[config.mk]
export PLATFORM = sky130hd
export DESIGN_NAME = riscv_mem_arbiter
export DESIGN_NICKNAME = d
export VERILOG_FILES = /design/src/rtl/riscv_mem_arbiter.sv
export SDC_FILE = /design/constraint.sdc
export NUM_CORES = 1
export LEC_CHECK = 0
export CAP_MARGIN = 30
export CORE_ASPECT_RATIO = 1.75
export CORE_MARGIN = 4
export CORE_UTILIZATION = 42
export CTS_CLUSTER_DIAMETER = 80
export DETAILED_ROUTE_END_ITERATION = 6
export PLACE_DENSITY_LB_ADDON = 0.12
export SKIP_LAST_GASP = 1
export SLEW_MARGIN = 15
export SYNTH_ARGS = -nofsm -noshare
export SYNTH_HDL_FRONTEND = slang
export SYNTH_SLANG_ARGS = --single-unit
export TNS_END_PERCENT = 30
[constraint.sdc]
create_clock -name clk -period 2.8 [get_ports clk]
set_clock_uncertainty 0.2 [all_clocks]
set_input_delay 0.56 -clock clk [delete_from_list [all_inputs] [get_ports clk]]
set_output_delay 0.56 -clock clk [all_outputs]
set_load 0.05 [all_outputs]
[src/rtl/riscv_mem_arbiter.sv]
// rtl/riscv_mem_arbiter.sv - round-robin arbiter sharing one memory port between fetch (I) and load/store (D)
//
// Ports:
//   clk, rst                       clock (rising edge), asynchronous active-low reset
//   i_req/i_addr -> i_done/i_rdata fetch requester: level request, one-cycle done pulse
//   d_req/d_we/d_addr/d_wdata      data requester: level request held until d_done
//   d_done/d_rdata                 data completion pulse and load data
//   mem_req/mem_we/mem_addr/...    single-port memory handshake, completes on mem_ready
//   err                            qualifies a done pulse: access aborted by timeout
//   busy                           arbiter is not idle
module riscv_mem_arbiter #(
    parameter int ADDR_WIDTH = 32,
    parameter int DATA_WIDTH = 32,
    parameter int TIMEOUT    = 255
) (
    input  logic                  clk,
    input  logic                  rst,
    input  logic                  i_req,
    input  logic [ADDR_WIDTH-1:0] i_addr,
    output logic                  i_done,
    output logic [DATA_WIDTH-1:0] i_rdata,
    input  logic                  d_req,
    input  logic                  d_we,
    input  logic [ADDR_WIDTH-1:0] d_addr,
    input  logic [DATA_WIDTH-1:0] d_wdata,
    output logic                  d_done,
    output logic [DATA_WIDTH-1:0] d_rdata,
    output logic                  mem_req,
    output logic                  mem_we,
    output logic [ADDR_WIDTH-1:0] mem_addr,
    output logic [DATA_WIDTH-1:0] mem_wdata,
    input  logic [DATA_WIDTH-1:0] mem_rdata,
    input  logic                  mem_ready,
    output logic                  err,
    output logic                  busy
);

    typedef enum logic [1:0] {
        IDLE   = 2'd0,
        ACCESS = 2'd1,
        RESP   = 2'd2
    } state_t;

    localparam logic [7:0] TIMEOUT_C = 8'(TIMEOUT);

    state_t                state_q, state_d;
    // Doubles as "port currently granted" while a transaction is in flight
    // and as the round-robin memory once back in IDLE: 1 = D, 0 = I.
    logic                  last_d_q, last_d_d;
    logic [7:0]            cnt_q, cnt_d;
    logic                  mem_req_q, mem_req_d;
    logic                  mem_we_q, mem_we_d;
    logic [ADDR_WIDTH-1:0] mem_addr_q, mem_addr_d;
    logic [DATA_WIDTH-1:0] mem_wdata_q, mem_wdata_d;
    logic [DATA_WIDTH-1:0] i_rdata_q, i_rdata_d;
    logic [DATA_WIDTH-1:0] d_rdata_q, d_rdata_d;
    logic                  i_done_q, i_done_d;
    logic                  d_done_q, d_done_d;
    logic                  err_q, err_d;
    logic                  busy_q, busy_d;

    always_ff @(posedge clk or negedge rst) begin
        if (!rst) begin
            state_q     <= IDLE;
            last_d_q    <= 1'b1;
            cnt_q       <= 8'd0;
            mem_req_q   <= 1'b0;
            mem_we_q    <= 1'b0;
            mem_addr_q  <= '0;
            mem_wdata_q <= '0;
            i_rdata_q   <= '0;
            d_rdata_q   <= '0;
            i_done_q    <= 1'b0;
            d_done_q    <= 1'b0;
            err_q       <= 1'b0;
            busy_q      <= 1'b0;
        end else begin
            state_q     <= state_d;
            last_d_q    <= last_d_d;
            cnt_q       <= cnt_d;
            mem_req_q   <= mem_req_d;
            mem_we_q    <= mem_we_d;
            mem_addr_q  <= mem_addr_d;
            mem_wdata_q <= mem_wdata_d;
            i_rdata_q   <= i_rdata_d;
            d_rdata_q   <= d_rdata_d;
            i_done_q    <= i_done_d;
            d_done_q    <= d_done_d;
            err_q       <= err_d;
            busy_q      <= busy_d;
        end
    end

    always_comb begin
        state_d     = state_q;
        last_d_d    = last_d_q;
        cnt_d       = cnt_q;
        mem_req_d   = mem_req_q;
        mem_we_d    = mem_we_q;
        mem_addr_d  = mem_addr_q;
        mem_wdata_d = mem_wdata_q;
        i_rdata_d   = i_rdata_q;
        d_rdata_d   = d_rdata_q;
        // Done and err are pulses that only live in RESP.
        i_done_d    = 1'b0;
        d_done_d    = 1'b0;
        err_d       = 1'b0;

        case (state_q)
            IDLE: begin
                // I wins when alone, or when both request and D went last.
                if (i_req && (!d_req || last_d_q)) begin
                    last_d_d    = 1'b0;
                    mem_req_d   = 1'b1;
                    mem_we_d    = 1'b0;
                    mem_addr_d  = i_addr;
                    mem_wdata_d = '0;
                    cnt_d       = 8'd0;
                    state_d     = ACCESS;
                end else if (d_req) begin
                    last_d_d    = 1'b1;
                    mem_req_d   = 1'b1;
                    mem_we_d    = d_we;
                    mem_addr_d  = d_addr;
                    mem_wdata_d = d_wdata;
                    cnt_d       = 8'd0;
                    state_d     = ACCESS;
                end
            end

            ACCESS: begin
                // mem_ready is checked first so it wins on the timeout cycle.
                if (mem_ready) begin
                    if (!mem_we_q) begin
                        if (last_d_q) begin
                            d_rdata_d = mem_rdata;
                        end else begin
                            i_rdata_d = mem_rdata;
                        end
                    end
                    mem_req_d = 1'b0;
                    mem_we_d  = 1'b0;
                    i_done_d  = !last_d_q;
                    d_done_d  = last_d_q;
                    state_d   = RESP;
                end else if (cnt_q + 8'd1 == TIMEOUT_C) begin
                    if (!mem_we_q) begin
                        if (last_d_q) begin
                            d_rdata_d = '0;
                        end else begin
                            i_rdata_d = '0;
                        end
                    end
                    mem_req_d = 1'b0;
                    mem_we_d  = 1'b0;
                    err_d     = 1'b1;
                    i_done_d  = !last_d_q;
                    d_done_d  = last_d_q;
                    state_d   = RESP;
                end else begin
                    cnt_d = cnt_q + 8'd1;
                end
            end

            RESP: begin
                state_d = IDLE;
            end

            default: begin
                state_d = IDLE;
            end
        endcase

        busy_d = (state_d != IDLE);
    end

    assign i_done    = i_done_q;
    assign i_rdata   = i_rdata_q;
    assign d_done    = d_done_q;
    assign d_rdata   = d_rdata_q;
    assign mem_req   = mem_req_q;
    assign mem_we    = mem_we_q;
    assign mem_addr  = mem_addr_q;
    assign mem_wdata = mem_wdata_q;
    assign err       = err_q;
    assign busy      = busy_q;

endmodule

* Word-level counts from Yosys, hierarchy flattened
Index checks and enable logic that the tools add are counted.
** Cells by class
- Add/sub/neg operators :: 1
- Equality and inequality tests :: 6
- Multiplexer cells :: 44
- Bitwise gates (word level) :: 2
- Reductions and logical operators :: 14
** Operator list (count)
- $mux 32 :: 16
- $mux 8 :: 4
- $mux 1 :: 16
- $pmux 8 s2 :: 1
- $reduce_and 4->1 :: 3
- $add 8x1->8 const B :: 1
- $eq 8x8->1 const B :: 1
- $mux 2 :: 4
- $reduce_bool 2->1 :: 4
- $ne 3x3->1 const B :: 2
- $ne 2x2->1 const B :: 2
- $pmux 1 s2 :: 2
- $pmux 2 s2 :: 1
- $reduce_and 3->1 :: 1
- $eq 2x1->1 const B :: 1
- $logic_not 1->1 :: 2
- $logic_not 2->1 :: 1
- $not 1->1 :: 2
- $reduce_and 2->1 :: 1
- $logic_and 1x1->1 :: 1
- $logic_or 1x1->1 :: 1
** Word-level totals
- Register bits :: 145
- Logic and storage cells :: 80

* Depth between registers and ports, before layout
Gate-level depths: netlist of run 1.
- Depth after elaboration :: 6
- Gate-level depth with buffers :: 9

* Worst setup path before layout of run 1
OpenSTA, ideal clock, no wires.
- Path kind :: reg2reg
- Start point :: register cnt_q[0]
- End point :: register i_rdata_q[0], in the netlist i_rdata[0]
- Library setup time :: 0.136 ns
- Arrival time :: 1.843 ns
- Slack :: 0.621 ns
- Cell stages (with the launch flop) :: 9
- Clock period less this slack :: 2.179 ns
- Cell sequence :: dfrtp_1 -> ha_1 -> xnor2_1 -> nor4_2 -> a21boi_1 -> or3_1 -> buf_2 -> buf_6 -> o2bb2ai_2
** Between the ends
- Longest elaborated chain between the ends :: 4
** RTL lines
- start, declared :: RTL line 50 : logic [7:0] cnt_q, cnt_d;
- start signal, assigned :: RTL line 80 : cnt_q <= cnt_d;
- $add 8x1->8 :: RTL line 146 : end else if (cnt_q + 8'd1 == TIMEOUT_C) begin
- $eq 8x8->1 :: RTL line 146
- $reduce_bool 2->1 (no source line)
- $reduce_and 4->1 (no source line)
- end signal, assigned :: RTL line 85 : i_rdata_q <= i_rdata_d;
- end, declared :: RTL line 55 : logic [DATA_WIDTH-1:0] i_rdata_q, i_rdata_d;
Every way passes these cells.
A chain may end at the register's enable or synchronous reset.

* Worst setup path in the final report of run 1
- Start point :: register i_rdata_q[30], in the netlist i_rdata[30]
- End point :: output port i_rdata[30]
** RTL lines
- end, declared :: RTL line 21 : output logic [DATA_WIDTH-1:0] i_rdata,
No word-level cell between the ends.

==> impl_metrics.py, run 1 <==
metrics = {
    "clock_tree": {
        "numCtsBuffers": 17,
        "post-cts-setup-buffer-count": 0,
        "cts.clk_slew.worst_paths_ns": 0.07,
        "clock_latency_ns": 0.40,
        "cts_tree": "built",
        "cts_htree_levels": 4,
        "clockBufferDepth": 2,
        "numClockSinks": 145,
        "post_cts_resize_count": 0,
        "root_buffer": "clkbuf_16",
        "ctsHoldBuffers": 1,
    },
    "place": {
        "place_inst": 894,
        "io_buffers": 267,
        "place_ws_ns": 0.2853,
        "dpl.hpwl_um": 12420,
        "dpl-instance-area_sq_mm": 0.008802,
        "place.gp.congestion": 0.7870,
    },
    "outcome": {
        "status": "finished, final reports clean",
    },
    "yosys": {
        "synth_cell_type_count": 37,
        "ys_ff_latch": 145,
        "synth_top_area_cell": "dfrtp_1",
        "synth_common_cells": "dfrtp_1 (144), o2bb2ai_1 (54), nand2_1 (41)",
        "synth_edf_count": 0,
        "yosysWarnings": 0,
        "yosys.area.top_type_share_pct": 61.03,
        "syn_avg_cell_area_sq_um": 12.46,
        "syn_area_sq_mm": 0.005904,
        "synth_most_common_cell": "dfrtp_1",
        "synth_area_leaders": "dfrtp_1 (61%), o2bb2ai_1 (8.0%), mux2i_1 (5.4%)",
        "ys.flop_type": "dfrtp_1",
        "ys_async_sr_fraction_pct": 100.0,
        "synth_nets": 610,
        "syn_inst": 474,
        "ys_seq_area_share_pct": 61.47,
    },
    "global_routing": {
        "grt_pass1_vias": 4999,
        "grt_max_degree": 66,
        "grt_antenna_before_repair": 0,
        "overflow": 0,
        "grt_pass1_wl_um": 26330,
        "grt.total_usage_pct": 20.56,
    },
    "worst_setup_path": {
        "cp_top_family": "buffers and inverters",
        "critPathBufInv": 1,
        "slowest_stage": "clkdlybuf4s50_1",
        "cp.required_ns": 2.04,
        "crit_chain": "clkdlybuf4s50_1",
        "end_kind": "output port",
        "slowest_delay_ns": 0.83,
        "arrival_ns": 1.63,
        "start_kind": "register",
        "criticalPathCategory": "reg2out",
        "cp_max_fo": 2,
    },
    "floorplan": {
        "die_area_sq_mm": 0.01609,
        "io-pin-count": 268,
        "coreArea_sq_mm": 0.01384,
        "num_rows": 57,
        "start_util_pct": 42.67,
        "die_h_um": 164.9,
        "die_x_um": 97.63,
    },
    "worst_hold_path": {
        "worstHoldPathType": "reg2reg",
    },
    "sta": {
        "min_period_over_period_pct": 85.23,
        "worst_pin_slew_ns": 0.7792,
        "rsz0062_at_grt": "false",
        "setup_viol": 0,
        "max_freq_mhz": 419.1,
        "setup_tns_ns": 0,
        "slew_headroom_pct": 48.05,
        "hold_viol": 0,
        "finalCriticalPeriod_ns": 2.386,
        "fin_ws_ns": 0.4137,
        "slew_violations": 0,
        "hold_ws_ns": 0.2759,
    },
    "drt": {
        "postRouteAntennaNets": 0,
        "wirelength_um": 16710,
        "drc": 0,
        "drtIter0Drc": 114,
        "wl_per_cell_um": 18.02,
        "vias": 4722,
        "vias_per_cell": 5.094,
        "drt_pre_antenna_iters": 4,
    },
    "final_layout": {
        "areaGrowthSynthToFinish_pct": 59.38,
        "diodes": 0,
        "stdcell_area_sq_mm": 0.009410,
        "drive_above_1_share_pct": 8.800,
        "post-route-util_pct": 68.01,
        "fin_nets": 873,
        "layoutNonFillerInstCount": 927,
        "n_fill_cell": 1036,
    },
    "pwr": {
        "design_power_total_mw": 12.86,
        "leakagePower_nw": 4.086,
        "power_density_mw_per_mm2": 1366,
        "ir_worst_vdd_v": 0.0006475,
    },
    "flow_run": {
        "drv_cap": 0,
    },
}
[flip-flops by register name (all words and copies together), names as in the netlist]
name,flops
busy,1
d_rdata,32
mem_addr,32
mem_we,1
mem_wdata,32
d_done,1
cnt_q,8
i_done,1
i_rdata,32
state_q,2
mem_req,1
err,1
last_d_q,1
[layer usage]
metal | GRT usage (%) | vias up | part of all wire, %
li1 | - | 2247 | -
met1 | 23.00 | 2269 | 37
met2 | 36.88 | 192 | 53
met3 | 7.058 | 14 | 8.1
met4 | 6.238 | 0 | 1.5
met5 | 0 | - | 0
[kinds of logic (layout without fill, tap and decap cells)]
kind of cell | count (synthesis) | count (layout) | share of synthesized area [%]
buf+inv | 41 | 317 | 3.157
compound gates | 142 | 142 | 19.47
xor+xnor | 5 | 5 | 0.7416
flops | 145 | 145 | 61.48
simple gates | 106 | 106 | 9.112
mux | 33 | 33 | 5.616
fa+ha+maj | 2 | 2 | 0.4238
[power by group]
part / leakage, nW / switching, mW / total, mW / internal (mW)
clock: 0.283 / 0.932 / 2.27 / 1.34
combinational: 1.97 / 4.54 / 7.00 / 2.47
sequential: 1.83 / 0.568 / 3.58 / 3.01
[placed cells by master (no fill, tap or decap), types with 5 or more instances in the layout]
| master | count |
|---|---|
| clkdlybuf4s50_1 | 265 |
| nor2_1 | 5 |
| o21ai_0 | 37 |
| mux2i_1 | 32 |
| nand2_1 | 41 |
| nand2b_1 | 34 |
| nand3_1 | 13 |
| o2bb2ai_2 | 10 |
| o2bb2ai_1 | 54 |
| buf_4 | 11 |
| clkbuf_16 | 17 |
| a22o_1 | 32 |
| dfrtp_1 | 144 |
[final timing paths]
path	endpoint	cells after the start	slack, ns	start
max in group asynchronous	last_d_q	3	1.18	rst
max	i_rdata[30]	1	0.41	i_rdata[30]
min in group asynchronous	d_rdata[9]	2	0.50	rst
min reg2reg	mem_addr[7]	2	0.28	mem_addr[7]
max reg2reg	i_rdata[7]	7	0.42	cnt_q[0]
min	mem_addr[7]	2	0.28	mem_addr[7]
[layout make-up]
type	count	area (sq um)	share of cell area (%)
Clock inverter	15	172.7	1.835
Timing Repair Buffer	282	2836	30.14
Inverter	3	11.26	0.1197
Sequential cell	145	3630	38.57
Clock buffer	17	425.4	4.521
Multi-Input combinational cell	288	2113	22.46
Tap cell	177	221.5	2.353
(Power assumes the default switching activity.)
==> run 2: changes to the inputs <==
--- a/config.mk
+++ b/config.mk
@@ -8,7 +8,7 @@
 export CAP_MARGIN = 30
 export CORE_ASPECT_RATIO = 1.75
 export CORE_MARGIN = 4
-export CORE_UTILIZATION = 42
+export CORE_UTILIZATION = 38
 export CTS_CLUSTER_DIAMETER = 80
 export DETAILED_ROUTE_END_ITERATION = 6
 export PLACE_DENSITY_LB_ADDON = 0.12
==> constraint.sdc (replaced) <==
create_clock -name clk -period 2.1 [get_ports clk]
set_clock_uncertainty 0.2 [all_clocks]
set_input_delay 0.42 -clock clk [delete_from_list [all_inputs] [get_ports clk]]
set_output_delay 0.42 -clock clk [all_outputs]
set_load 0.05 [all_outputs]
==> run 2 against run 1 <==
Net effect:
- non-clock buffer count up 21
- final cell count up 3.1%
- die area up 9.8%
- utilization down 6.8 points
==> impl_metrics.py, run 2 (same netlist as run 1, synthesis figures left out) <==
metrics = {
    "drt": {
        "vias": 4887,
        "drc": 0,
        "drtIter0Drc": 152,
        "wirelength_um": 17470,
        "vias_per_cell": 5.112,
        "postRouteAntennaNets": 0,
        "drt_pre_antenna_iters": 4,
        "wl_per_cell_um": 18.27,
    },
    "global_routing": {
        "grt_pass1_vias": 5243,
        "overflow": 0,
        "grt.total_usage_pct": 19.59,
        "grt_antenna_before_repair": 0,
        "grt_pass1_wl_um": 27110,
        "grt_max_degree": 51,
    },
    "final_layout": {
        "diodes": 0,
        "drive_above_1_share_pct": 28.83,
        "regArea_sq_mm": 0.003630,
        "fin_nets": 894,
        "multiInputGateArea_sq_mm": 0.002130,
        "final_common_cell": "buf_4",
        "layoutNonFillerInstCount": 956,
        "post-route-util_pct": 61.25,
        "n_fill_cell": 1277,
        "stdcell_area_sq_mm": 0.009380,
        "areaGrowthSynthToFinish_pct": 58.87,
        "mostFrequentLayoutCells": "buf_4 (155), dfrtp_1 (144), clkdlybuf4s50_1 (132)",
    },
    "clock_tree": {
        "numClockSinks": 145,
        "root_buffer": "clkbuf_16",
        "cts.clk_slew.worst_paths_ns": 0.07,
        "clock_latency_ns": 0.42,
        "cts_htree_levels": 4,
        "cts_tree": "built",
        "numCtsBuffers": 17,
        "clockBufferDepth": 2,
    },
    "floorplan": {
        "die_h_um": 172.9,
        "num_rows": 60,
        "io-pin-count": 268,
        "die_x_um": 102.2,
        "start_util_pct": 38.55,
        "die_area_sq_mm": 0.01767,
        "coreArea_sq_mm": 0.01531,
    },
    "sta": {
        "worst_pin_slew_ns": 0.3779,
        "max_freq_mhz": 477.2,
        "setup_viol": 0,
        "finalCriticalPeriod_ns": 2.096,
        "slew_headroom_pct": 74.81,
        "min_period_over_period_pct": 99.80,
        "rsz0062_at_grt": "true",
        "slew_violations": 0,
        "fin_ws_ns": 0.004287,
        "hold_viol": 0,
    },
    "flow_run": {
        "drv_cap": 0,
    },
    "place": {
        "dpl.hpwl_um": 12690,
        "place_inst": 921,
        "place.gp.congestion": 0.7792,
        "place_ws_ns": -0.06402,
        "io_buffers": 267,
        "dpl-instance-area_sq_mm": 0.008735,
    },
    "pwr": {
        "design_power_total_mw": 17.16,
        "leakagePower_nw": 4.417,
        "ir_worst_vdd_v": 0.0008306,
        "power_density_mw_per_mm2": 1829,
    },
    "worst_setup_path": {
        "cp_max_fo": 16,
        "arrival_ns": 2.19,
        "crit_chain": "inv_1 -> ha_1 -> nand3_2 -> nor4_2 -> a21boi_2 -> or3_4 -> clkbuf_16 -> o2bb2ai_1",
        "ff2ff_path_depth": 8,
        "r2r_start": "cnt_q[0]",
        "slowest_delay_ns": 0.41,
        "end_kind": "register",
        "slowest_stage": "dfrtp_1",
        "start_kind": "register",
        "reg2reg_slack_ns": 0.004,
        "criticalPathCategory": "reg2reg",
        "cp.required_ns": 2.20,
        "reg2reg_to": "i_rdata[19]",
    },
    "outcome": {
        "status": "finished, final reports clean",
    },
    "worst_hold_path": {
        "worstHoldPathType": "in2async",
    },
}
-- run 2: worst max path at each step --
| stage | startpoint | end | slack [ns] |
|---|---|---|---|
| finish | cnt_q[0] | i_rdata[19] | 0.004 |
| global route | cnt_q[0] | i_rdata[0] | -0.09 |
| CTS | cnt_q[0] | i_rdata[22] | -0.03 |
| detailed placement | mem_ready | i_rdata[20] | -0.06 |
| global placement | mem_ready | i_rdata[20] | -0.06 |
| floorplan | cnt_q[0] | i_rdata[0] | 0.04 |
-- run 2: metal layers --
layer | GRT usage (%) | wire length (um)
met1 | 21.93 | 6549
met2 | 33.52 | 8940
met3 | 6.298 | 1491
met4 | 8.320 | 488
met5 | 0 | 0
-- run 2: per-stage QoR --
| stage | hold WS (ns) | TNS [ns] |
|---|---|---|
| 6_report | 0.2763 | 0 |
| 5_1_grt | 0.2906 | -2.050 |
| 4_1_cts | 0.2757 | -0.3147 |
| 3_5_place_dp | 0.1520 | -1.572 |
| 3_3_place_gp | 0.1476 | -1.720 |
| 2_1_floorplan | -0.07559 | 0 |
-- run 2: final cells by class --
type	count	share of cell area (%)
clock inverter	11	1.374
sequential	145	38.70
timing repair buffer	303	29.76
multi-input combinational	288	22.70
inverter	3	0.1200
tap	186	2.481
clock buffer	20	4.869
-- run 2: worst max-delay path: cells and delay by family, from the launching register on --
family                   cells  cell delay (ns)
flip-flops                   1             0.41
AND/OR/NAND/NOR              3             0.70
AO/OA/AOI/OAI                2             0.24
buffers and inverters        2             0.28
adder cells (fa/ha/maj)      1             0.15
-- run 2: power by group --
group	switching [mW]	total [mW]	leakage [nW]	internal, mW
sequential	0.789	4.81	1.83	4.02
clock	1.19	3.01	0.283	1.82
combinational	6.13	9.35	2.30	3.22
total	8.11	17.2	4.42	9.05
-- run 2: what timing repair did --
| action | 4_1_cts | 5_1_grt |
|---|---|---|
| buffers inserted | 0 | 2 |
| hold buffers | 1 | 0 |
| gates cloned | 0 | 1 |
| gates resized for setup | 0 | 2 |
| endpoints found under the setup margin | 27 | 60 |
| endpoints found under the hold margin | 35 | 0 |
==> run 3: changes to the inputs <==
--- a/config.mk
+++ b/config.mk
@@ -8,7 +8,8 @@
 export CAP_MARGIN = 30
 export CORE_ASPECT_RATIO = 1.75
 export CORE_MARGIN = 4
-export CORE_UTILIZATION = 38
+export CORE_UTILIZATION = 39
+export CTS_BUF_LIST = sky130_fd_sc_hd__clkbuf_4 sky130_fd_sc_hd__clkbuf_8
 export CTS_CLUSTER_DIAMETER = 80
 export DETAILED_ROUTE_END_ITERATION = 6
 export PLACE_DENSITY_LB_ADDON = 0.12
==> run 3 against run 2 <==
Net effect:
- the run now ends with setup timing left
- non-clock buffer count is 4 lower
- fmax is 4.0% lower
- combinational power is 2% lower
- critical endpoint is now i_rdata[14]
- largest cell class unchanged
==> impl_metrics.py, run 3 (same netlist as run 1, synthesis figures left out) <==
metrics = {
    "outcome": {
        "status": "complete, but fails checks",
        "violations": "setup timing",
    },
    "global_routing": {
        "grt_pass1_vias": 5287,
        "grt.total_usage_pct": 20.11,
        "grt_antenna_before_repair": 0,
        "overflow": 0,
        "grt_pass1_wl_um": 27220,
        "grt_max_degree": 46,
    },
    "worst_hold_path": {
        "worstHoldPathType": "in2async",
    },
    "worst_setup_path": {
        "end_kind": "register",
        "reg2reg_slack_ns": -0.08,
        "cp_top_family": "simple AND/OR/NAND/NOR gates",
        "slowest_delay_ns": 0.42,
        "cp_max_fo": 16,
        "ff2ff_path_depth": 8,
        "start_kind": "register",
        "crit_chain": "inv_1 -> ha_2 -> nand3_4 -> nor4_4 -> a21boi_2 -> or3_4 -> buf_12 -> o2bb2ai_1",
        "arrival_ns": 2.30,
        "critPathBufInv": 2,
        "r2r_start": "cnt_q[0]",
        "setup.worst_path.start": "cnt_q[0]",
        "slowest_stage": "dfrtp_1",
        "cp.required_ns": 2.22,
        "criticalPathCategory": "reg2reg",
        "endpoint": "i_rdata[14]",
        "reg2reg_to": "i_rdata[14]",
        "cp.depth": 8,
    },
    "sta": {
        "finalCriticalPeriod_ns": 2.182,
        "max_freq_mhz": 458.2,
        "setup_viol": 33,
        "slew_headroom_pct": 74.34,
        "min_period_over_period_pct": 103.9,
        "fin_ws_ns": -0.08224,
        "worst_pin_slew_ns": 0.3849,
        "hold_viol": 0,
        "hold_ws_ns": 0.2460,
        "rsz0062_at_grt": "true",
        "slew_violations": 0,
    },
    "final_layout": {
        "n_fill_cell": 1169,
        "regArea_sq_mm": 0.003630,
        "multiInputGateArea_sq_mm": 0.002156,
        "post-route-util_pct": 61.56,
        "fin_nets": 890,
        "areaGrowthSynthToFinish_pct": 54.69,
        "final_common_cell": "buf_4",
        "stdcell_area_sq_mm": 0.009134,
        "mostFrequentLayoutCells": "buf_4 (154), dfrtp_1 (144), clkdlybuf4s50_1 (132)",
        "drive_above_1_share_pct": 28.94,
        "diodes": 0,
    },
    "drt": {
        "drtIter0Drc": 163,
        "vias_per_cell": 5.112,
        "drc": 0,
        "postRouteAntennaNets": 0,
        "wirelength_um": 17470,
        "drt_pre_antenna_iters": 4,
        "wl_per_cell_um": 18.39,
        "vias": 4856,
    },
    "floorplan": {
        "die_x_um": 101.0,
        "die_area_sq_mm": 0.01725,
        "die_h_um": 170.8,
        "num_rows": 59,
        "io-pin-count": 268,
        "start_util_pct": 39.79,
        "coreArea_sq_mm": 0.01484,
    },
    "clock_tree": {
        "clock_latency_ns": 0.43,
        "numCtsBuffers": 17,
        "cts.clk_slew.worst_paths_ns": 0.08,
        "numClockSinks": 145,
        "cts_tree": "built",
        "clockBufferDepth": 2,
        "root_buffer": "clkbuf_8",
        "cts_htree_levels": 4,
    },
    "pwr": {
        "power_density_mw_per_mm2": 1772,
        "ir_worst_vdd_v": 0.0007892,
        "leakagePower_nw": 4.291,
    },
    "flow_run": {
        "drv_cap": 0,
    },
    "place": {
        "dpl-instance-area_sq_mm": 0.008636,
        "io_buffers": 267,
        "dpl.hpwl_um": 12860,
        "place.gp.congestion": 0.8127,
    },
}
## run 3: cell types whose count changed in the layout (fill, tap and decap cells not counted), sizes merged
| cell | previous run | this run |
|---|---|---|
| clkinv | 4 | 2 |
| clkinvlp | 2 | 4 |
| buf | 169 | 165 |
| bufinv | 2 | 1 |
| inv | 6 | 8 |
## run 3: timing repair
item / in CTS / in global routing
hold buffers: 1 / 0
endpoints found under the hold margin: 37 / 0
gates resized for setup: 0 / 6
pin swaps: 0 / 3
cloned: 0 / 2
endpoints found under the setup margin: 32 / 68
buffers inserted: 1 / 2
## run 3: final cells by class
cell class                      count  area share, %
Timing Repair Buffer              299          29.73
Clock inverter                     12          1.356
Tap cell                          183          2.507
Sequential cell                   145          39.74
Clock buffer                       20          2.945
Multi-Input combinational cell    288          23.60
Inverter                            3         0.1233
## run 3: power breakdown
part / total (mW) / internal (mW) / switching, mW / leakage [nW]
logic: 9.20 / 3.09 / 6.11 / 2.27
clock network: 2.18 / 1.04 / 1.14 / 0.188
registers: 4.81 / 4.01 / 0.798 / 1.83
## run 3: worst min path at each step
stage,start,endpoint
floorplan,rst,busy
global placement,rst,d_rdata[7]
detailed placement,rst,d_rdata[9]
CTS,rst,d_rdata[7]
global route,rst,d_rdata[8]
finish,rst,d_rdata[8]
## run 3: through the flow
stage	setup WS (ns)	setup TNS, ns	instances	power (mW)
6_report	-0.08224	-2.116	950	16.19
5_1_grt	-0.1466	-5.649	950	17.02
4_1_cts	-0.05622	-1.267	946	16.28
3_5_place_dp	-0.08243	-3.277	912	14.03
3_3_place_gp	-0.05738	-1.643	912	13.86
2_1_floorplan	0.03645	0	474	10.80
## run 3: metal layers
metal  wire length, um  up-vias  track usage [%]
li1                  -     2266                -
met1              6489     2344            22.68
met2              9007      213            35.67
met3              1460       33            5.794
met4               514        0            7.407
met5                 0        -                0
